File: config.mk
export PLATFORM = sky130hd
export DESIGN_NAME = ks_serial_adder
export DESIGN_NICKNAME = d
export VERILOG_FILES = /design/src/rtl/ks_serial_adder.sv
export SDC_FILE = /design/constraint.sdc
export NUM_CORES = 1
export LEC_CHECK = 0
export BUFFER_PORTS_ARGS = -buffer_cell sky130_fd_sc_hd__buf_2
export CORE_MARGIN = 1.5
export CORE_UTILIZATION = 55
export CTS_CLUSTER_SIZE = 10
export DETAILED_ROUTE_END_ITERATION = 8
export PLACE_DENSITY = 0.78
export SLEW_MARGIN = 20
export SYNTH_ARGS = -nofsm -noshare
export SYNTH_HDL_FRONTEND = slang
export SYNTH_HIERARCHICAL = 1
export SYNTH_SLANG_ARGS = --single-unit
File: constraint.sdc
create_clock -name clk -period 2.6 [get_ports clk]
set_clock_uncertainty 0.15 [all_clocks]
set_input_delay 0.52 -clock clk [delete_from_list [all_inputs] [get_ports clk]]
set_output_delay 0.52 -clock clk [all_outputs]
set_load 0.05 [all_outputs]
File: src/rtl/ks_serial_adder.sv
// ks_serial_adder: digit-serial WIDTH-bit adder built on a 4-bit Kogge-Stone core.
// One 4-bit digit is added per cycle, LSB first, and the carry is chained in a register.
// Optional feature macro: KS_SERIAL_OVF_EN adds the signed-overflow output ovf.
//
// Handshake rule (both ports): a transfer happens on a rising clk edge where
// valid and ready are both high. The producer holds valid and its payload stable
// until that edge. The consumer may drive ready independently of valid.
//
// WIDTH must be a multiple of 4 and at least 4.

// 4-bit Kogge-Stone adder: two prefix levels (spans 1 and 2), no carry-in.
module kogge_stone_4bit (
  input  logic [3:0] A,
  input  logic [3:0] B,
  output logic [3:0] SUM,
  output logic       Cout
);
  logic [3:0] g;
  logic [3:0] p;
  logic [3:0] g1;
  logic [1:0] p1;
  logic [3:0] g2;

  assign g = A & B;
  assign p = A ^ B;

  // Level 1: combine each bit with its neighbour one position down.
  assign g1[0]   = g[0];
  assign g1[3:1] = g[3:1] | (p[3:1] & g[2:0]);
  // Only bits 3:2 need group-propagate for the next level.
  assign p1      = p[3:2] & p[2:1];

  // Level 2: combine with the group two positions down.
  assign g2[1:0] = g1[1:0];
  assign g2[3:2] = g1[3:2] | (p1 & g1[1:0]);

  // Carry into bit i is the group generate of bits i-1..0.
  assign SUM  = p ^ {g2[2:0], 1'b0};
  assign Cout = g2[3];
endmodule

module ks_serial_adder #(
  parameter int WIDTH = 16
) (
  input  logic             clk,
  input  logic             rst,
  input  logic             in_valid,
  output logic             in_ready,
  input  logic [WIDTH-1:0] a,
  input  logic [WIDTH-1:0] b,
  output logic             out_valid,
  input  logic             out_ready,
  output logic [WIDTH-1:0] sum,
  output logic             cout,
  output logic [1:0]       dbg_state
`ifdef KS_SERIAL_OVF_EN
  ,
  output logic             ovf
`endif
);
  localparam int D  = WIDTH / 4;
  localparam int CW = $clog2(D) + 1;
  localparam logic [CW-1:0] LAST = CW'(D - 1);

  typedef enum logic [1:0] {
    IDLE = 2'd0,
    RUN  = 2'd1,
    DONE = 2'd2
  } state_t;

  state_t           state_q, state_d;
  logic [WIDTH-1:0] a_sh_q, a_sh_d;
  logic [WIDTH-1:0] b_sh_q, b_sh_d;
  logic [WIDTH-1:0] sum_sh_q, sum_sh_d;
  logic             carry_q, carry_d;
  logic [CW-1:0]    cnt_q, cnt_d;
  logic [WIDTH-1:0] sum_q, sum_d;
  logic             cout_q, cout_d;
  logic             out_valid_q, out_valid_d;
`ifdef KS_SERIAL_OVF_EN
  logic             a_msb_q, a_msb_d;
  logic             b_msb_q, b_msb_d;
  logic             ovf_q, ovf_d;
`endif

  logic [3:0]       s1, s2;
  logic             c1, c2;
  logic             digit_carry;
  logic [WIDTH-1:0] sum_sh_next;

  // First core adds the current operand digits; second folds in the chained carry.
  kogge_stone_4bit u_core0 (
    .A    (a_sh_q[3:0]),
    .B    (b_sh_q[3:0]),
    .SUM  (s1),
    .Cout (c1)
  );

  kogge_stone_4bit u_core1 (
    .A    (s1),
    .B    ({3'b000, carry_q}),
    .SUM  (s2),
    .Cout (c2)
  );

  // c1 and c2 are mutually exclusive, so OR gives the digit's carry-out.
  assign digit_carry = c1 | c2;
  // New digit enters at the top; after D shifts the sum is LSB-aligned.
  assign sum_sh_next = (sum_sh_q >> 4) | (WIDTH'(s2) << (WIDTH - 4));

  // Next-state and datapath update for the IDLE/RUN/DONE sequencer.
  always_comb begin
    state_d  = state_q;
    a_sh_d   = a_sh_q;
    b_sh_d   = b_sh_q;
    sum_sh_d = sum_sh_q;
    carry_d  = carry_q;
    cnt_d    = cnt_q;
    sum_d    = sum_q;
    cout_d   = cout_q;
`ifdef KS_SERIAL_OVF_EN
    a_msb_d  = a_msb_q;
    b_msb_d  = b_msb_q;
    ovf_d    = ovf_q;
`endif
    case (state_q)
      IDLE: begin
        if (in_valid && in_ready) begin
          a_sh_d  = a;
          b_sh_d  = b;
          carry_d = 1'b0;
          cnt_d   = '0;
`ifdef KS_SERIAL_OVF_EN
          a_msb_d = a[WIDTH-1];
          b_msb_d = b[WIDTH-1];
`endif
          state_d = RUN;
        end
      end
      RUN: begin
        a_sh_d   = a_sh_q >> 4;
        b_sh_d   = b_sh_q >> 4;
        sum_sh_d = sum_sh_next;
        carry_d  = digit_carry;
        cnt_d    = cnt_q + CW'(1);
        if (cnt_q == LAST) begin
          sum_d   = sum_sh_next;
          cout_d  = digit_carry;
`ifdef KS_SERIAL_OVF_EN
          ovf_d   = (a_msb_q == b_msb_q) && (sum_sh_next[WIDTH-1] != a_msb_q);
`endif
          state_d = DONE;
        end
      end
      DONE: begin
        if (out_ready) state_d = IDLE;
      end
      default: state_d = IDLE;
    endcase
    out_valid_d = (state_d == DONE);
  end

  // All state and result registers; async reset discards any in-flight work.
  always_ff @(posedge clk or posedge rst) begin
    if (rst) begin
      state_q     <= IDLE;
      a_sh_q      <= '0;
      b_sh_q      <= '0;
      sum_sh_q    <= '0;
      carry_q     <= 1'b0;
      cnt_q       <= '0;
      sum_q       <= '0;
      cout_q      <= 1'b0;
      out_valid_q <= 1'b0;
`ifdef KS_SERIAL_OVF_EN
      a_msb_q     <= 1'b0;
      b_msb_q     <= 1'b0;
      ovf_q       <= 1'b0;
`endif
    end else begin
      state_q     <= state_d;
      a_sh_q      <= a_sh_d;
      b_sh_q      <= b_sh_d;
      sum_sh_q    <= sum_sh_d;
      carry_q     <= carry_d;
      cnt_q       <= cnt_d;
      sum_q       <= sum_d;
      cout_q      <= cout_d;
      out_valid_q <= out_valid_d;
`ifdef KS_SERIAL_OVF_EN
      a_msb_q     <= a_msb_d;
      b_msb_q     <= b_msb_d;
      ovf_q       <= ovf_d;
`endif
    end
  end

  assign in_ready  = (state_q == IDLE) && !rst;
  assign out_valid = out_valid_q;
  assign sum       = sum_q;
  assign cout      = cout_q;
  assign dbg_state = state_q;
`ifdef KS_SERIAL_OVF_EN
  assign ovf       = ovf_q;
`endif
endmodule

After elaboration in Yosys (flattened, before gate mapping). Index checks and enable logic that the tools add are counted.

Bits of input ports: 36. Register bits: 72. Word-level logic and storage cells: 52.

Reductions and logical operators: 7. Eq/ne operators: 5. Bitwise operators: 18. Add/subtract/negate cells: 1. Muxes and demuxes: 12.

Operator list (number): one-hot mux 16 bit (2 select lines) (2); 2-to-1 mux 16 bit (2); bitwise OR 12 x 16 -> 16 bit (1); XOR 4 bit (3); bitwise AND 2 bit (4); bitwise AND 3 bit (2); 2-to-1 mux 2 bit (3); bitwise OR 3 bit (2); one-hot mux 2 bit (3 select lines) (1); one-hot mux 3 bit (2 select lines) (1); bitwise AND 4 x 1 -> 4 bit (1); bitwise AND 4 bit (1); equality test 2 bit (second input constant) (2); bitwise OR 2 bit (2); AND reduction 2 bit (2); XOR 4 x 1 -> 4 bit (1); adder 3 x 1 -> 3 bit (second input constant) (1); equality test 3 x 2 -> 1 bit (second input constant) (1); 2-to-1 mux 3 bit (1); equality test 2 x 1 -> 1 bit (second input constant) (1); logical AND 1 bit (2); logical NOT 2 bit (1); inequality test 2 bit (second input constant) (1); one-hot mux 1 bit (2 select lines) (1); 4 further kinds (4).

Logic depth before layout (Yosys ltp).
Depth after elaboration: 13. Gate-level depth with buffers: 8. Mapped depth without buffers: 8.

Hierarchy. Netlist, hierarchy kept.

By module, submodules not included: ks_serial_adder (area each 2926.6 um2, sequential area each 1701.6 um2, instances 1, cells an instance 268); kogge_stone_4bit (area each 118.9 um2, sequential area each 0.0 um2, instances 2, cells an instance 11).

Least setup slack after synthesis. Ideal clock, no wire load.

Path kind: register to output. Start point: register state_q[0], in the netlist dbg_state[0]. End point: output in_ready. Slack: -0.017 ns. Arrival: 1.947 ns. Cell stages (with the launch flop): 3. Cells stage by stage: dfrtp_1 > clkbuf_1 > nor3_1.

Word-level cells in the longest chain between the ends: 2.

RTL lines: from (decl) (RTL line 71) `state_t state_q, state_d;`; from (signal assigned) (RTL line 181) `state_q <= state_d;`; logical NOT 2 bit (RTL line 198) `assign in_ready = (state_q == IDLE) && !rst;`; logical AND 1 bit (RTL line 198); to (decl) (RTL line 48) `output logic in_ready,`.

Every way passes these cells.

Worst setup path in the final report.
Start point: register a_sh_q[0]. End point: register carry_q.

Elaborated cells between the ends (all ways): 16. Those cells by class: mux: 1; bitwise: 15.

RTL lines: from (decl) (RTL line 72) `logic [WIDTH-1:0] a_sh_q, a_sh_d;`; from (signal assigned) (RTL line 182) `a_sh_q <= a_sh_d;`; bitwise AND 4 bit * (RTL line 24) `assign g = A & B;`; XOR 4 bit * (RTL line 38) `assign SUM = p ^ {g2[2:0], 1'b0};`; net s1[1] (RTL line 86) `logic [3:0] s1, s2;`; XOR 4 x 1 -> 4 bit (RTL line 25) `assign p = A ^ B;`; bitwise AND 3 bit (RTL line 29) `assign g1[3:1] = g[3:1] | (p[3:1] & g[2:0]);`; bitwise OR 3 bit * (RTL line 29); bitwise AND 2 bit * (RTL line 35) `assign g2[3:2] = g1[3:2] | (p1 & g1[1:0]);`; bitwise OR 2 bit * (RTL line 35); net c2 (RTL line 87) `logic c1, c2;`; bitwise OR 1 bit * (RTL line 107) `assign digit_carry = c1 | c2;`; one-hot mux 1 bit (2 select lines) * (RTL line 126) `case (state_q)`; to (signal assigned) (RTL line 185) `carry_q <= carry_d;`; to (decl) (RTL line 75) `logic carry_q, carry_d;`.

The timed path passes the listed nets; every way through them passes the cells marked *. A chain may end at the register's enable or synchronous reset.

==> metrics.cfg <==
[pwr]
p_leak_nw = 1.794
ir_drop_uv = 733.6
total_power_mw = 5.615
p_per_area_nw_per_um2 = 1508

[placed_design]
gp_congestion = 0.7402
dp.final_hpwl_um = 4289
dp_cells = 407
place_area_sq_um = 3508
io_buffers = 56
preCtsSetupSlack_ns = 0.1336

[finish]
fin_cells = 423
n_antenna_cell = 0
syn_to_final_growth_pct = 17.67
multi_input_area_sq_um = 1356
postLayoutCellArea_sq_um = 3724
fillCellCount = 455
ff_latch_area_sq_um = 1702
post-route-util = 0.6721
drive_above_1_share = 0.3219
nNetsFinal = 394

[grt]
track_usage = 0.2317
antenna_found_initial = 0
grt_util_met2 = 0.3664
busiest_layer = met2
grt_first_pass_wirelength_um = 11180
overflow = 0
grtUsageMet3 = 0.05632
grt_max_degree = 49
gr-usage-met1 = 0.3034
grt_pass1_vias = 2405

[floorplan]
coreArea_sq_um = 5540
die_x_um = 78.85
num_io_pins = 57
die_area_sq_um = 6217
num_rows = 27
start_util = 0.5711
fp.dieH_um = 78.85

[synthesis]
avgSynthCellArea_sq_um = 10.91
synthesis.area_sq_um = 3164
async_flop_share = 1.000
synth_top_flop_cell = dfrtp_1
synth-edff-count = 0
yosys.area.top_type = dfrtp_1
ys_types = 31
synth_cells = 290
synth.top_cell.area_share = 0.5378
synth-seq-cells = 68
ys_seq_area_frac = 0.5378
yosysWarnings = 6
yosys-top-cells-area = dfrtp_1 (54%), nand2_1 (6.8%), mux2_2 (6.0%)

[critical_path]
worstSetupEndpointType = flip-flop
startpoint = a_sh_q[0]$_DFFE_PP0P_
setup.worst_path.start_class = flip-flop
path_class = reg -> reg
reg2reg_slack_ns = 0.13
cp.required_ns = 2.64
timing.rr.start = a_sh_q[0]$_DFFE_PP0P_
arrival_ns = 2.51
critPathMaxFanout = 3

[sta]
setup_violations = 0
hold_violations = 0
fin_crit_ns = 2.474
fmax_mhz = 404.2
finalCritPeriodShare = 0.9516
tns_ns = 0
whs_ns = 0.08721
rsz0062_at_grt = no
worst_pin_slew_ns = 0.8268
setup_ws_ns = 0.1259
drv_slew = 0
relSlewSlack = 0.4482

[clock_network]
clkSlewWorstSetupHoldPaths_ns = 0.08
htreeDepth = 3
numCtsBuffers = 9
ctsHoldBuffers = 0
cts_post_setup_buffers_inserted = 0
insertion_delay_ns = 0.34
cts-root-buf = clkbuf_8
cts.sinks = 68
cts_tree = done
cts_resized = 0
clock_path_buffers = 2

[detailed_routing]
ant_nets = 0
wl_per_cell_um = 15.04
num_vias = 2383
wl_um = 6364
drc = 0
drt_first_iter_violations = 99
routed_via_density = 5.634
first_pass_iters = 4

[flow_run]
cap_viol_max_count = 0

[hold_path]
hp-class = in -> async

[run_status]
status = completed

## power by group
part	total, mW	switching (mW)	internal, mW
combinational	2.75	1.67	1.08
sequential	1.93	0.379	1.55
clock	0.934	0.392	0.542
## area by class of cell
type,instances,area share
sequential,68,0.4570
multi-input combinational,200,0.3642
timing repair buffer,63,0.09274
clock buffer,10,0.03427
tap,72,0.02419
clock inverter,6,0.02352
inverter,4,0.004032
## cells by family after synthesis
family          after synthesis  share of synthesized area
flops                        68                     0.5378
fa+ha+maj                    12                    0.05220
compound gates               89                     0.1938
other cells                   1                   0.001185
mux                          17                    0.06050
buf+inv                      25                    0.03954
simple gates                 74                     0.1040
xor+xnor                      4                    0.01107
## metal layers
layer / vias up / share of wire
li1: 1139 / -
met1: 1164 / 0.44
met2: 66 / 0.49
met3: 14 / 0.046
met4: 0 / 0.018
met5: - / 0
## critical path: stages, from the launching register on
cell	delay, ns
dfrtp_1	0.40
ha_1	0.23
fa_1	0.49
fa_1	0.46
a21o_1	0.19
a21o_1	0.16
nor2_1	0.14
o22ai_1	0.09
## final timing paths
check,end,cells past startpoint
min in group clk,out_valid$_DFF_PP0_,2
worst max register to register,carry_q$_DFFE_PP0P_,7
worst min-delay path,dbg_state[1]$_DFF_PP0_,2
worst max-delay path,carry_q$_DFFE_PP0P_,7
max in group asynchronous,a_sh_q[3]$_DFFE_PP0P_,3
worst min register to register,sum_sh_q[4]$_DFFE_PP0P_,2
## flip-flops by register name, indices dropped and copies added, names as in the netlist
register and count:
a_sh_q 16, b_sh_q 16, sum 16, sum_sh_q 12, cnt_q 3, dbg_state 2
carry_q 1, cout 1, out_valid 1
## cell usage in the layout, fill, tap and decap left out, types with 3 or more instances in the layout
cell,count
mux2_2,17
buf_4,6
ha_1,10
a31oi_1,6
conb_1,4
o2bb2ai_1,6
clkbuf_8,9
a21oi_1,19
and2_1,6
o22ai_2,10
dfrtp_1,68
o22ai_1,28
nand2_1,57
a21o_1,6
buf_2,56
inv_1,3
o21ai_0,10
## Yosys cell counts, drive strengths merged, types with 4 or more instances
library cell	number
dfrtp	68
nand2	57
o22ai	38
a21oi	21
mux2	17
buf	15
ha	10
o21ai	10
a21o	6
a31oi	6
and2	6
clkbuf	6
o2bb2ai	6
inv	4
(Power assumes the default switching activity.)
